<file path="src/rtl/pipe_hazard_ctrl.sv">
// Stall/flush sequencer for a 5-stage pipeline. It handles load-use bubbles,
// multi-cycle mult/div holds of EX, and taken-branch squashes. It also keeps
// a saturating count of cycles in which the PC was held.
module pipe_hazard_ctrl #(
  parameter int MD_LATENCY = 4,
  parameter int CNT_W      = 6,
  parameter int PERF_W     = 16
) (
  input  logic              clock,
  input  logic              reset,
  input  logic [4:0]        ID_rs,
  input  logic [4:0]        ID_rt,
  input  logic              ID_uses_rt,
  input  logic              EX_mem_read,
  input  logic [4:0]        EX_rt,
  input  logic              EX_md_start,
  input  logic              branch_taken,
  output logic              pc_write,
  output logic              IF_ID_write,
  output logic              IF_ID_flush,
  output logic              ID_EX_write,
  output logic              ID_EX_flush,
  output logic              EX_MEM_flush,
  output logic              md_busy,
  output logic              md_done,
  output logic [PERF_W-1:0] stall_count
);

  localparam logic [0:0] ST_RUN     = 1'b0;
  localparam logic [0:0] ST_MD_WAIT = 1'b1;
  // The start cycle is already one hold cycle, so MD_WAIT covers the remaining MD_LATENCY-1.
  localparam logic [CNT_W-1:0] CNT_LOAD = CNT_W'(MD_LATENCY - 2);

  logic [0:0]        state_q, state_d;
  logic [CNT_W-1:0]  cnt_q, cnt_d;
  logic              md_done_q, md_done_d;
  logic [PERF_W-1:0] stall_cnt_q, stall_cnt_d;

  logic md_start;
  logic md_hold;
  logic load_use;

  assign md_start = (state_q == ST_RUN) && EX_md_start;
  assign md_hold  = md_start || (state_q == ST_MD_WAIT);
  assign load_use = EX_mem_read && (EX_rt != 5'd0) &&
                    ((EX_rt == ID_rs) || (ID_uses_rt && (EX_rt == ID_rt)));

  // Reset gates every control output directly, so the defaults take effect without a clock edge.
  always_comb begin
    pc_write     = 1'b1;
    IF_ID_write  = 1'b0;
    IF_ID_flush  = 1'b0;
    ID_EX_write  = 1'b0;
    ID_EX_flush  = 1'b0;
    EX_MEM_flush = 1'b0;
    if (reset) begin
      if (md_hold) begin
        pc_write     = 1'b0;
        IF_ID_write  = 1'b1;
        ID_EX_write  = 1'b1;
        EX_MEM_flush = 1'b1;
      end else if (branch_taken) begin
        IF_ID_flush  = 1'b1;
        ID_EX_flush  = 1'b1;
      end else if (load_use) begin
        pc_write     = 1'b0;
        IF_ID_write  = 1'b1;
        ID_EX_flush  = 1'b1;
      end
    end
  end

  always_comb begin
    state_d   = state_q;
    cnt_d     = cnt_q;
    md_done_d = 1'b0;
    case (state_q)
      ST_RUN: begin
        if (EX_md_start) begin
          cnt_d   = CNT_LOAD;
          state_d = ST_MD_WAIT;
        end
      end
      ST_MD_WAIT: begin
        if (cnt_q != '0) begin
          cnt_d = cnt_q - CNT_W'(1);
        end else begin
          state_d   = ST_RUN;
          md_done_d = 1'b1;
        end
      end
      default: begin
        state_d = ST_RUN;
        cnt_d   = '0;
      end
    endcase
  end

  always_comb begin
    stall_cnt_d = stall_cnt_q;
    if (!pc_write && (stall_cnt_q != '1)) begin
      stall_cnt_d = stall_cnt_q + PERF_W'(1);
    end
  end

  always_ff @(posedge clock or negedge reset) begin
    if (!reset) begin
      state_q     <= ST_RUN;
      cnt_q       <= '0;
      md_done_q   <= 1'b0;
      stall_cnt_q <= '0;
    end else begin
      state_q     <= state_d;
      cnt_q       <= cnt_d;
      md_done_q   <= md_done_d;
      stall_cnt_q <= stall_cnt_d;
    end
  end

  assign md_busy     = (state_q == ST_MD_WAIT);
  assign md_done     = md_done_q;
  assign stall_count = stall_cnt_q;

endmodule

</file>
<file path="config.mk">
export PLATFORM = sky130hd
export DESIGN_NAME = pipe_hazard_ctrl
export DESIGN_NICKNAME = d
export VERILOG_FILES = /design/src/rtl/pipe_hazard_ctrl.sv
export SDC_FILE = /design/constraint.sdc
export NUM_CORES = 1
export LEC_CHECK = 0
export BUFFER_PORTS_ARGS = -buffer_cell sky130_fd_sc_hd__clkbuf_2
export CELL_PAD_IN_SITES_DETAIL_PLACEMENT = 1
export CELL_PAD_IN_SITES_GLOBAL_PLACEMENT = 1
export CORE_MARGIN = 4
export CORE_UTILIZATION = 39
export CTS_BUF_LIST = sky130_fd_sc_hd__clkbuf_4 sky130_fd_sc_hd__clkbuf_8
export DETAILED_ROUTE_END_ITERATION = 7
export GPL_TIMING_DRIVEN = 0
export HOLD_SLACK_MARGIN = 0.02
export PLACE_DENSITY = 0.83
export SLEW_MARGIN = 5
export SYNTH_ARGS = -nofsm -noshare
export SYNTH_HDL_FRONTEND = slang
export SYNTH_SLANG_ARGS = --single-unit
</file>
<file path="constraint.sdc">
create_clock -name clock -period 2.45 [get_ports clock]
set_input_delay 0.245 -clock clock [delete_from_list [all_inputs] [get_ports clock]]
set_output_delay 0.245 -clock clock [all_outputs]
set_load 0.05 [all_outputs]
</file>
# After elaboration in Yosys (flattened, before gate mapping)
# Index checks and enable logic that the tools add are counted.
[word_totals] ff_bits=24 latch_bits=0 mem_bits_rw=0 rom_bits=0 input_bits=21 n_memories=0
[classes] add_sub_neg=2 mul=0 div_mod_pow=0 n_lt_le_gt_ge=0 eq_ne=5 shifts=0 muxes=24 n_bitwise=1 n_reduce_logical=11
[op_table] operator="1-bit 2-to-1 mux" n=20
[op_table] operator="16-bit by 1-bit adder with 16-bit output (second input constant)" n=1
[op_table] operator="16-bit inequality test (second input constant)" n=1
[op_table] operator="6-bit 2-to-1 mux" n=2
[op_table] operator="6-bit one-hot mux with 2 select lines" n=1
[op_table] operator="5-bit == test" n=2
[op_table] operator="6-bit nonzero test" n=1
[op_table] operator="6-bit by 1-bit subtractor with 6-bit output (second input constant)" n=1
[op_table] operator="1-bit logical AND" n=5
[op_table] operator="5-bit nonzero test" n=1
[op_table] operator="1-bit logical OR" n=2
[op_table] operator="2-bit by 1-bit inequality test with 1-bit output (second input constant)" n=1
[op_table] operator="2-bit inequality test (second input constant)" n=1
[op_table] operator="1-bit one-hot mux with 2 select lines" n=1
[op_table] operator="2-bit AND reduction" n=1
[op_table] operator="1-bit logical NOT" n=1
[op_table] operator="1-bit inverter" n=1

# Longest topological paths before layout
# Gate-level depths: netlist of run 1.
[depth] ltp_word=10 mapped_depth=8 depth_no_buf=7

# Least setup slack after synthesis of run 1
# OpenSTA, ideal clock, no wires.
[synth_path] kind="reg-to-output" startpoint="register state_q (netlist: md_busy)" endpoint="output pc_write" t_arrival_ps=1990 t_required_ps=2205 path_slack_ps=215 path_stages_with_launch=5 path_buffers=1 path_cell_list="dfrtp_1 > buf_2 > o21ai_0 > nand2_1 > inv_1"
[synth_between] elab_chain_len=5
[synth_rtl] element="start, declared" line="34" source="logic [0:0] state_q, state_d;"
[synth_rtl] element="start signal, assigned" line="113" source="state_q <= state_d;"
[synth_rtl] element="1-bit inverter"
[synth_rtl] element="1-bit logical AND" line="43" source="assign md_start = (state_q == ST_RUN) && EX_md_start;"
[synth_rtl] element="1-bit logical OR *" line="44" source="assign md_hold = md_start || (state_q == ST_MD_WAIT);"
[synth_rtl] element="1-bit 2-to-1 mux *" line="57" source="if (md_hold) begin"
[synth_rtl] element="1-bit 2-to-1 mux *" line="56" source="if (reset) begin"
[synth_rtl] element="end, declared" line="18" source="output logic pc_write,"
# Mark *: on every way between the ends. The rest lies on a longest branch, timed or not.

# Final worst setup path of run 1
[layout_path] startpoint="register stall_cnt_q[0] (netlist: stall_count[0])" endpoint="register stall_cnt_q[1] (netlist: stall_count[1])"
[layout_between] elab_chain_len=2 elab_cells_between_ends=3 classes_between="add/sub: 1; eq/ne: 1; reduce/logical: 1"
[layout_rtl] element="start, declared" line="37" source="logic [PERF_W-1:0] stall_cnt_q, stall_cnt_d;"
[layout_rtl] element="start signal, assigned" line="116" source="stall_cnt_q <= stall_cnt_d;"
[layout_rtl] element="branches (longest 2 deep; another with 16-bit by 1-bit adder with 16-bit output)"
# Parallel ways; which one is timed is not known.
# A chain may end at the register's enable or synchronous reset.

==> results of run 1 <==
power breakdown:
group          internal (mW)  total [mW]  switching [mW]  leakage, nW
registers              0.516       0.644           0.127        0.297
logic                  0.244       0.780           0.536        0.530
clock network          0.165       0.289           0.123       0.0279
total                  0.926        1.71           0.787        0.855
cells in the mapped netlist (3+ instances only):
cell | n | area (um^2)
dfrtp_1 | 24 | 601
xor2_1 | 20 | 175
nor2_1 | 13 | 48.8
nand2_1 | 9 | 33.8
inv_1 | 6 | 22.5
nor3_1 | 6 | 30.0
o21ai_0 | 6 | 30.0
nand2b_1 | 5 | 31.3
nand3_1 | 5 | 25.0
and3_1 | 3 | 18.8
mux2i_1 | 3 | 30.0
nor4_2 | 3 | 37.5
xnor2_1 | 3 | 26.3
worst max-delay path by stage:
stage | from | to
2_1_floorplan | md_busy | pc_write
3_3_place_gp | reset | stall_count[10]
3_5_place_dp | reset | stall_count[13]
4_1_cts | stall_count[0] | stall_count[1]
5_1_grt | stall_count[0] | stall_count[1]
6_report | stall_count[0] | stall_count[1]
what timing repair did:
item / CTS / global route
gates resized for setup: 0 / 0
hold buffers: 1 / 0
endpoints found under the setup margin: 0 / 0
endpoints found under the hold margin: 24 / 0
stage by stage:
stage	power, mW	std cells	hold slack [ps]	cell area (um^2)
after global routing	1.83	231	324	1700
after detailed placement	1.44	226	307	1640
after global placement	1.39	226	296	1640
after CTS	1.73	231	314	1700
final	1.71	231	318	1700
after floorplan	1.22	136	-50.6	1360
cells in the final DEF (no fill, tap or decap), types with 5 or more instances in the layout:
cell type / count
o21ai_0: 6
nand3_1: 5
dfrtp_1: 24
xor2_1: 20
clkbuf_2: 44
nor2_1: 13
nor3_1: 6
inv_1: 6
nand2_1: 9
nand2b_1: 5
final cells by class:
cell class	count	area, um^2	share of cell area (%)
Buffer	3	20.0	1.18
Clock inverter	1	30.0	1.77
Sequential cell	24	601	35.3
Multi-Input combinational cell	103	716	42.1
Clock buffer	3	22.5	1.33
Tap cell	46	57.6	3.39
Inverter	6	22.5	1.33
Timing Repair Buffer	45	230	13.5
flip-flops by register name, summed over array words and instances, names as in the netlist:
register and cells:
stall_count 16, cnt_q 6, md_busy 1, md_done 1
layer usage:
layer	share of wire, %	global-route usage [%]	vias to the layer above
li1	-	-	570
met1	39	20.3	613
met2	55	34.1	31
met3	4.4	3.04	6
met4	1.0	4.56	0
met5	0	0	-
worst reg2reg max path, stage by stage, from the launching register on:
cell and delay (ps):
dfrtp_1 440, ha_1 220, nand3_1 100, nor2_1 300
a31oi_1 160, o21ba_2 330, buf_4 210, mux2_2 340
cells by family after synthesis:
logic type | after synthesis
and+or+nand+nor | 54
DFF | 24
xor gates and xnor gates | 23
AOI/OAI and AO/OA | 19
buffers and inverters | 9
muxes | 5
adders and majority gates | 2
==> qor.csv, run 1 <==
metric,value,unit
number of synthesized register bits,24,
register area share after synthesis,44.2,%
setup TNS,0,ps
worst slew pin tran,1090,ps
async set-reset flop share out of synthesis,100,%
FF-to-FF path depth,7,
ant diodes,0,
final setup margin,234,ps
"worst slack, placed",20.8,ps
status,finished clean,
Worst Hold Depth,3,
post-DR wirelength/cell,16.3,um
reg2reg setup slack,230,ps
fin crit share,90.4,%
Synth Warn #,0,
Mapped Cells,136,
post-synthesis mux area share,3.87,%
vias in the first global route,1276,
largest net degree at the start of global routing,25,
post-synthesis instance area,1360,um^2
Pwr Density,1010,nW/um^2
CP Data Required Time,2670,ps
Leak,0.855,nW
fin nets,209,
crit path max fanout,10,
Synth Area in Adders,1.84,%
antenna violations before repair,0,
Max transition margin,27.0,%
final setup fails,0,
CP Depth,7,
H-tree level count,1,
Layout area overhead,25.0,%
DR iter-0 viols,48,
main combinational cell family by area after synthesis,simple AND/OR/NAND/NOR gates,
DRT Pass-1 Iters,4,
CTS max path bufs,2,
post-synthesis compound-gate area fraction,10.4,%
CP bufs+invs,1,
IO Count,45,
hpwl dp,2960,um
"Net Count, Synth",159,
Residual DRC,0,
Hold Crit Start,EX_md_start,
Arrival @ worst endpoint,2430,ps
CTS buffer count,3,
layout cell share with drive strength beyond 1,31.4,%
Max-cap violations,0,
Routed WL,3770,um
Fin. Hold Viols,0,
number of flops mapped to enable cells by yosys,0,
Die Height,67.0,um
Starting Density,40.4,%
crit path kind,reg2reg,
Worst Setup End Kind,flop,
Filler cells,440,
Std-Cell Rows,21,
unrepaired setup endpoints after global routing,no,
slowest CP cell,dfrtp_1,
first-pass GRT wire length,6070,um
"CTS clk-pin slew, worst paths",140,ps
worst hold-check path type,in2reg,
global route overflow,0,
Vias,1220,
Die X,67.0,um
Mean Syn Cell Area,9.99,um^2
largest stage delay on the critical path,440,ps
Post-Synth Simple-Gate Area,21.7,%
core box area,3360,um^2
library cells used by synthesis,38,
post-synthesis xor/xnor area fraction,14.8,%
peak supply drop,0.626,mV
Worst Setup Start Kind,flop,
reg2reg start,stall_count[0],
Root Driver,clkbuf_4,
die area,4490,um^2
Period minus WS final,2220,ps
Via-to-Cell Ratio,5.28,
crit-path cells,"ha_1, nand3_1, nor2_1, a31oi_1, o21ba_2, buf_4, mux2_2",
Clock Sinks,24,
final slew viol count,0,
Hold Crit Endpoint,cnt_q[4],
"CP delay by family, top",compound AO/OA/AOI/OAI gates,
final core occ,50.5,%
reg-to-reg endpoint,stall_count[1],
post-CTS setup buffers,0,
PortBufs,44,
clock latency on the worst-skew pair,320,ps
Fin Clk Skew,6.16,ps
GRT Total Usage,17.9,%
antenna violation net count after detailed routing,0,
GP Congestion,0.768,
CTS tree,yes,
Fmax,451,MHz
Main synth FF type,dfrtp_1,
(Power assumes the default switching activity.)
==> inputs of run 2 (changes only) <==
--- a/config.mk
+++ b/config.mk
@@ -5,16 +5,17 @@
 export SDC_FILE = /design/constraint.sdc
 export NUM_CORES = 1
 export LEC_CHECK = 0
+export ABC_AREA = 1
 export BUFFER_PORTS_ARGS = -buffer_cell sky130_fd_sc_hd__clkbuf_2
 export CELL_PAD_IN_SITES_DETAIL_PLACEMENT = 1
 export CELL_PAD_IN_SITES_GLOBAL_PLACEMENT = 1
 export CORE_MARGIN = 4
-export CORE_UTILIZATION = 39
+export CORE_UTILIZATION = 38
 export CTS_BUF_LIST = sky130_fd_sc_hd__clkbuf_4 sky130_fd_sc_hd__clkbuf_8
 export DETAILED_ROUTE_END_ITERATION = 7
 export GPL_TIMING_DRIVEN = 0
 export HOLD_SLACK_MARGIN = 0.02
-export PLACE_DENSITY = 0.83
+export PLACE_DENSITY = 0.84
 export SLEW_MARGIN = 5
 export SYNTH_ARGS = -nofsm -noshare
 export SYNTH_HDL_FRONTEND = slang
==> constraint.sdc (replaced) <==
create_clock -name clock -period 2.45 [get_ports clock]
set_input_delay 0.1225 -clock clock [delete_from_list [all_inputs] [get_ports clock]]
set_output_delay 0.1225 -clock clock [all_outputs]
set_load 0.05 [all_outputs]
==> run 2 against run 1 <==
Die area rose by 22%. Utilization decreased by 1.5 points. Critical path type is now in2out. Cell area grew 19%. Clock power down 17%. Cell count up 49%. Global-route usage shrank 0.48 points. Power shrank 12%. Non-clock buffer count rose by 2.
==> qor.csv, run 2 <==
metric,value,unit,change
"most common cell after layout, fill and taps aside",nand2_1,,
post-synthesis instance area,1660,um^2,+22%
leading post-synthesis cells by cell area,"dfrtp_1, nand2_1, nand3_1, inv_1, nor2_1",,
Max-cap violations,0,,unchanged
library cells used by synthesis,23,,-39%
async set-reset flop share out of synthesis,100,%,unchanged
Mean Syn Cell Area,6.75,um^2,-32%
antenna violation net count after detailed routing,0,,unchanged
CTS buffer count,3,,unchanged
status,finished clean,,
post-CTS setup buffers,0,,unchanged
Die Height,74.1,um,+11%
register area share after synthesis,36.2,%,-8.0 points
unrepaired setup endpoints after global routing,no,,
post-synth top area share,36.2,%,-8.0 points
most frequent cells in the layout,"nand2_1, clkbuf_2, inv_1, nor2_1, nand3_1",,
most frequent cell after synthesis,nand2_1,,
final setup margin,405,ps,+171 ps
Post-DP Area,1950,um^2,+19%
cts repair resizes,0,,unchanged
number of flops mapped to enable cells by yosys,0,,unchanged
reg2reg start,stall_count[0],,
hpwl dp,3470,um,+17%
fin nets,320,,+53%
CTS tree,yes,,
fin crit share,83.5,%,-7.0 points
antenna violations before repair,0,,unchanged
Pwr Density,744,nW/um^2,-26%
"Net Count, Synth",269,,+69%
die area,5490,um^2,+22%
Fin Clk Skew,5.68,ps,-0.489 ps
worst slew pin tran,366,ps,-725 ps
reg2reg setup slack,480,ps,+250 ps
Die X,74.1,um,+11%
crit path kind,in2out,,
Mapped Cells,246,,+81%
Register Area,601,um^2,unchanged
peak supply drop,0.367,mV,-41%
Std-Cell Rows,23,,+9.5%
largest net degree at the start of global routing,25,,unchanged
hold buffer count at cts,2,,+1
CP Data Required Time,2330,ps,-340 ps
final slew viol count,0,,unchanged
core box area,4120,um^2,+22%
Hold Crit Start,EX_md_start,,
post-DR wirelength/cell,12.5,um,-23%
final setup fails,0,,unchanged
first-pass GRT wire length,7530,um,+24%
Layout area overhead,21.5,%,
Max transition margin,75.4,%,+48 points
setup TNS,0,ps,unchanged
worst hold-check path type,in2reg,,
IO Count,45,,unchanged
Via-to-Cell Ratio,4.83,,-8.5%
Starting Density,40.3,%,-0.055 points
Synth area leader,dfrtp_1,,
"CTS clk-pin slew, worst paths",80,ps,-60 ps
DRT Pass-1 Iters,4,,unchanged
synth cell count leaders,"nand2_1, inv_1, nor2_1",,
Fmax,489,MHz,+8.4%
Arrival @ worst endpoint,1920,ps,-510 ps
crit path max fanout,10,,unchanged
Worst Setup Start Kind,primary input,,
"worst slack, placed",353,ps,+332 ps
Fin. Hold Viols,0,,unchanged
max reg flops,16,,unchanged
Root Driver,clkbuf_8,,
ant diodes,0,,unchanged
Residual DRC,0,,unchanged
Filler cells,571,,+30%
Leak,1.15,nW,+35%
Synth Warn #,0,,unchanged
Routed WL,4320,um,+15%
Clock Sinks,24,,unchanged
global route overflow,0,,unchanged
Main synth FF type,dfrtp_1,,
number of synthesized register bits,24,,unchanged
PortBufs,44,,unchanged
H-tree level count,1,,unchanged
GRT Total Usage,17.5,%,-0.48 points
Period minus WS final,2050,ps,-171 ps
CTS max path bufs,2,,unchanged
Vias,1668,,+37%
DR iter-0 viols,58,,+21%
clock latency on the worst-skew pair,270,ps,-50 ps
vias in the first global route,1703,,+33%
multi-input logic area,895,um^2,+25%
layout cell share with drive strength beyond 1,20.7,%,-11 points
GP Congestion,0.866,,+13%
Worst Setup SP,reset,,
post-route cell area,2020,um^2,+19%
Worst Setup End Kind,primary output,,
==> run 2: changes by cell type in the layout (fill, tap and decap cells not counted), sizes merged, moves of 3 or more <==
| cell | change |
|---|---|
| mux2i | -3 |
| xor2 | -9 |
| nand3 | +26 |
| nor2 | +20 |
| inv | +31 |
| nor4 | -4 |
| nand2 | +74 |
| nand2b | -5 |
| o21ai | -3 |
| and3 | -3 |
==> run 2: report_power, final <==
part           switching (mW)  internal, mW
registers               0.109         0.494
logic                   0.463         0.196
clock network           0.129         0.110
total                   0.701         0.800
==> run 2: stage by stage <==
stage                     instances  util (%)  hold slack, ps  power (mW)
final                           345      49.0             192        1.50
after global routing            345      49.0             231        1.63
after CTS                       345      49.0             195        1.52
after detailed placement        340      47.3             180        1.28
after global placement          340      47.3             167        1.24
after floorplan                 246         -            -173        1.08
==> run 2: cell type report <==
type / count / area share (%)
clock buffer: 3 / 2.05
buffer: 4 / 1.43
inverter: 37 / 6.89
timing repair buffer: 46 / 12.4
multi-input combinational: 181 / 44.4
sequential: 24 / 29.8
tap: 50 / 3.10
==> run 2: path summary, 6_finish.rpt <==
path / cells past startpoint / to
min: 4 / cnt_q[4]
max reg2reg: 9 / stall_count[6]
max in group asynchronous: 3 / md_busy
max: 8 / IF_ID_write
min in group asynchronous: 3 / stall_count[8]
min reg2reg: 2 / stall_count[8]
==> run 2: worst max-delay path, cell delays in order <==
cell           delay, ps
dlygate4sd3_1        520
clkbuf_2             160
inv_1                100
nor2_2               180
inv_1                 70
nand2_2              190
buf_2                260
clkbuf_2             310
==> run 2: per-layer routing <==
metal / GRT usage (%) / share of wire, %
met5: 0 / 0
met4: 6.04 / 1.0
met3: 2.16 / 4.4
met2: 28.8 / 45
met1: 23.6 / 49
==> run 2: cells by family (layout without fill, tap and decap cells) <==
group / Yosys count / after routing / synth area share [%]
buf+inv: 41 / 90 / 10.1
xor+xnor: 15 / 15 / 7.91
flops: 24 / 24 / 36.2
compound gates: 8 / 8 / 2.64
simple gates: 156 / 156 / 41.7
fa+ha+maj: 2 / 2 / 1.51
==> inputs of run 3 (changes only) <==
==> constraint.sdc (replaced) <==
create_clock -name clock -period 1.9 [get_ports clock]
set_input_delay 0.095 -clock clock [delete_from_list [all_inputs] [get_ports clock]]
set_output_delay 0.095 -clock clock [all_outputs]
set_load 0.05 [all_outputs]
==> run 3 against run 2 <==
Non-clock buffer count rose by 10. Critical path type is now reg2out. Die area unchanged. Global-route usage grew 1.4 points. Clock power is 43% higher.
==> qor.csv, run 3 (synthesis results as in run 2) <==
metric,value,unit,change
status,finished clean,,
IO Count,45,,unchanged
CTS tree,yes,,
Fmax,558,MHz,
Pwr Density,967,nW/um^2,+30%
Die X,74.1,um,unchanged
crit path kind,reg2out,,
post-route cell area,2150,um^2,+6.8%
Starting Density,40.3,%,unchanged
most frequent cells in the layout,"nand2_1, clkbuf_2, inv_1, nand3_1, nor2_1",,
Layout area overhead,29.8,%,
Filler cells,555,,-2.8%
Worst Hold Depth,4,,unchanged
Fin. Hold Viols,0,,unchanged
Max transition margin,75.7,%,+0.34 points
Max-cap violations,0,,unchanged
"CTS clk-pin slew, worst paths",80,ps,about the same
reg2reg start,stall_count[0],,
worst slew pin tran,362,ps,-3.66 ps
DRT Pass-1 Iters,4,,unchanged
Die Height,74.1,um,unchanged
DP Cell Count,340,,unchanged
layout cell share with drive strength beyond 1,25.8,%,+5.1 points
final core occ,52.4,%,+3.3 points
fin crit share,94.3,%,
Std-Cell Rows,23,,unchanged
clock latency on the worst-skew pair,280,ps,about the same
antenna violation net count after detailed routing,0,,unchanged
Clock Sinks,24,,unchanged
Hold Crit Start,EX_md_start,,
switch share,46.7,%,about the same
H-tree level count,1,,unchanged
fin nets,330,,+3.1%
final setup fails,0,,unchanged
Leak,1.21,nW,+4.8%
GP Congestion,0.844,,-2.5%
PortBufs,44,,unchanged
"most common cell after layout, fill and taps aside",nand2_1,,
Via-to-Cell Ratio,4.95,,+2.4%
Hold Crit Endpoint,cnt_q[2],,
post-DR wirelength/cell,13.7,um,+9.9%
reg-to-reg endpoint,stall_count[6],,
global route overflow,0,,unchanged
GRT Total Usage,18.8,%,+1.4 points
peak supply drop,0.420,mV,+14%
Period minus WS final,1790,ps,
Post-DP Area,1960,um^2,+0.84%
Residual DRC,0,,unchanged
Worst Setup Start Kind,flop,,
multi-input logic area,930,um^2,+3.9%
Internal,1.11,mW,+39%
Arrival @ worst endpoint,1700,ps,-220 ps
DR iter-0 viols,84,,+45%
final slew viol count,0,,unchanged
FF-to-FF path depth,10,,+1
Fin Clk Skew,9.91,ps,+4.24 ps
max reg flops,16,,unchanged
worst hold-check path type,in2reg,,
Register Area,604,um^2,+0.63%
crit path max fanout,10,,unchanged
die area,5490,um^2,unchanged
CTS buffer count,3,,unchanged
first-pass GRT wire length,8080,um,+7.2%
antenna violations before repair,0,,unchanged
Psw,0.974,mW,+39%
Clock power frac,16.4,%,+0.5 points
reg2reg setup slack,130,ps,-350 ps
hpwl dp,3700,um,+6.4%
CP Data Required Time,1800,ps,-530 ps
combinational fraction of design power,45.0,%,+1.1 points
ant diodes,0,,unchanged
largest net degree at the start of global routing,25,,unchanged
vias in the first global route,1783,,+4.7%
core box area,4120,um^2,unchanged
sequential share of power,38.6,%,-1.6 points
Root Driver,clkbuf_8,,
Worst Setup End Kind,primary output,,
Routed WL,4890,um,+13%
setup TNS,0,ps,unchanged
Vias,1762,,+5.6%
CTS max path bufs,2,,unchanged
Post-Layout Cell Count,356,,+3.2%
[run 3: cell types whose count changed in the layout (fill, tap and decap cells not counted)]
cell,before,now
ha_1,2,1
nor2_2,1,0
clkbuf_4,0,5
nor2_1,31,30
nor2_4,1,3
buf_4,1,11
ha_4,0,1
clkbuf_2,44,41
dfrtp_2,0,3
dfrtp_1,24,21
buf_2,2,0
buf_6,1,2
nor3_1,5,3
nor3_2,1,3
[run 3: layer usage]
metal / track usage (%) / up-vias / share of wire [%]
met5: 0 / - / 0
met4: 8.05 / 0 / 1.5
met3: 1.76 / 5 / 4.0
met2: 32.8 / 37 / 50
met1: 23.8 / 844 / 44
li1: - / 876 / -
[run 3: layout make-up]
cell class | instances | area share (%)
sequential | 24 | 28.0
buffer | 4 | 1.74
inverter | 37 | 6.45
multi-input combinational | 181 | 43.1
tap | 50 | 2.90
clock buffer | 4 | 2.26
timing repair buffer | 56 | 15.4
[run 3: worst max-delay path by stage]
stage                         startpoint              to  cells after the start  slack, ps
after global placement             reset     IF_ID_write                      7        -80
final                            md_busy        pc_write                      7        110
after CTS                        md_busy        pc_write                      7          5
after floorplan                  md_busy        pc_write                      6       -100
after global routing      stall_count[0]  stall_count[6]                     10         -7
after detailed placement           reset     IF_ID_write                      7       -160
[run 3: power groups by stage]
| stage | sequential [mW] | clock (mW) | combinational [mW] |
|---|---|---|---|
| 2_1_floorplan | 0.964 | 0 | 0.445 |
| 3_3_place_gp | 0.785 | 0 | 0.827 |
| 3_5_place_dp | 0.798 | 0 | 0.870 |
| 4_1_cts | 0.794 | 0.348 | 0.886 |
| 5_1_grt | 0.830 | 0.370 | 1.04 |
| 6_report | 0.805 | 0.342 | 0.937 |
[run 3: stage by stage]
step / setup slack [ps] / power [mW] / hold WS [ps]
2_1_floorplan: -99.2 / 1.41 / -201
3_3_place_gp: -84.7 / 1.61 / 142
3_5_place_dp: -162 / 1.67 / 153
4_1_cts: 4.64 / 2.03 / 187
5_1_grt: -7.16 / 2.24 / 265
6_report: 109 / 2.08 / 201
[run 3: critical path: stages, from the launching register on]
cell	delay, ps
dfrtp_2	470
nor2_4	160
nor2_4	60
inv_1	70
nand2_2	150
clkbuf_4	240
inv_1	60
clkbuf_4	220
[run 3: timing repair]
item,CTS,global route
resized for setup,4,8
setup endpoints to repair,13,18
hold endpoints to repair,24,0
pin swaps,1,2
buffers inserted,1,9
hold buffers,2,0
cloned,0,0
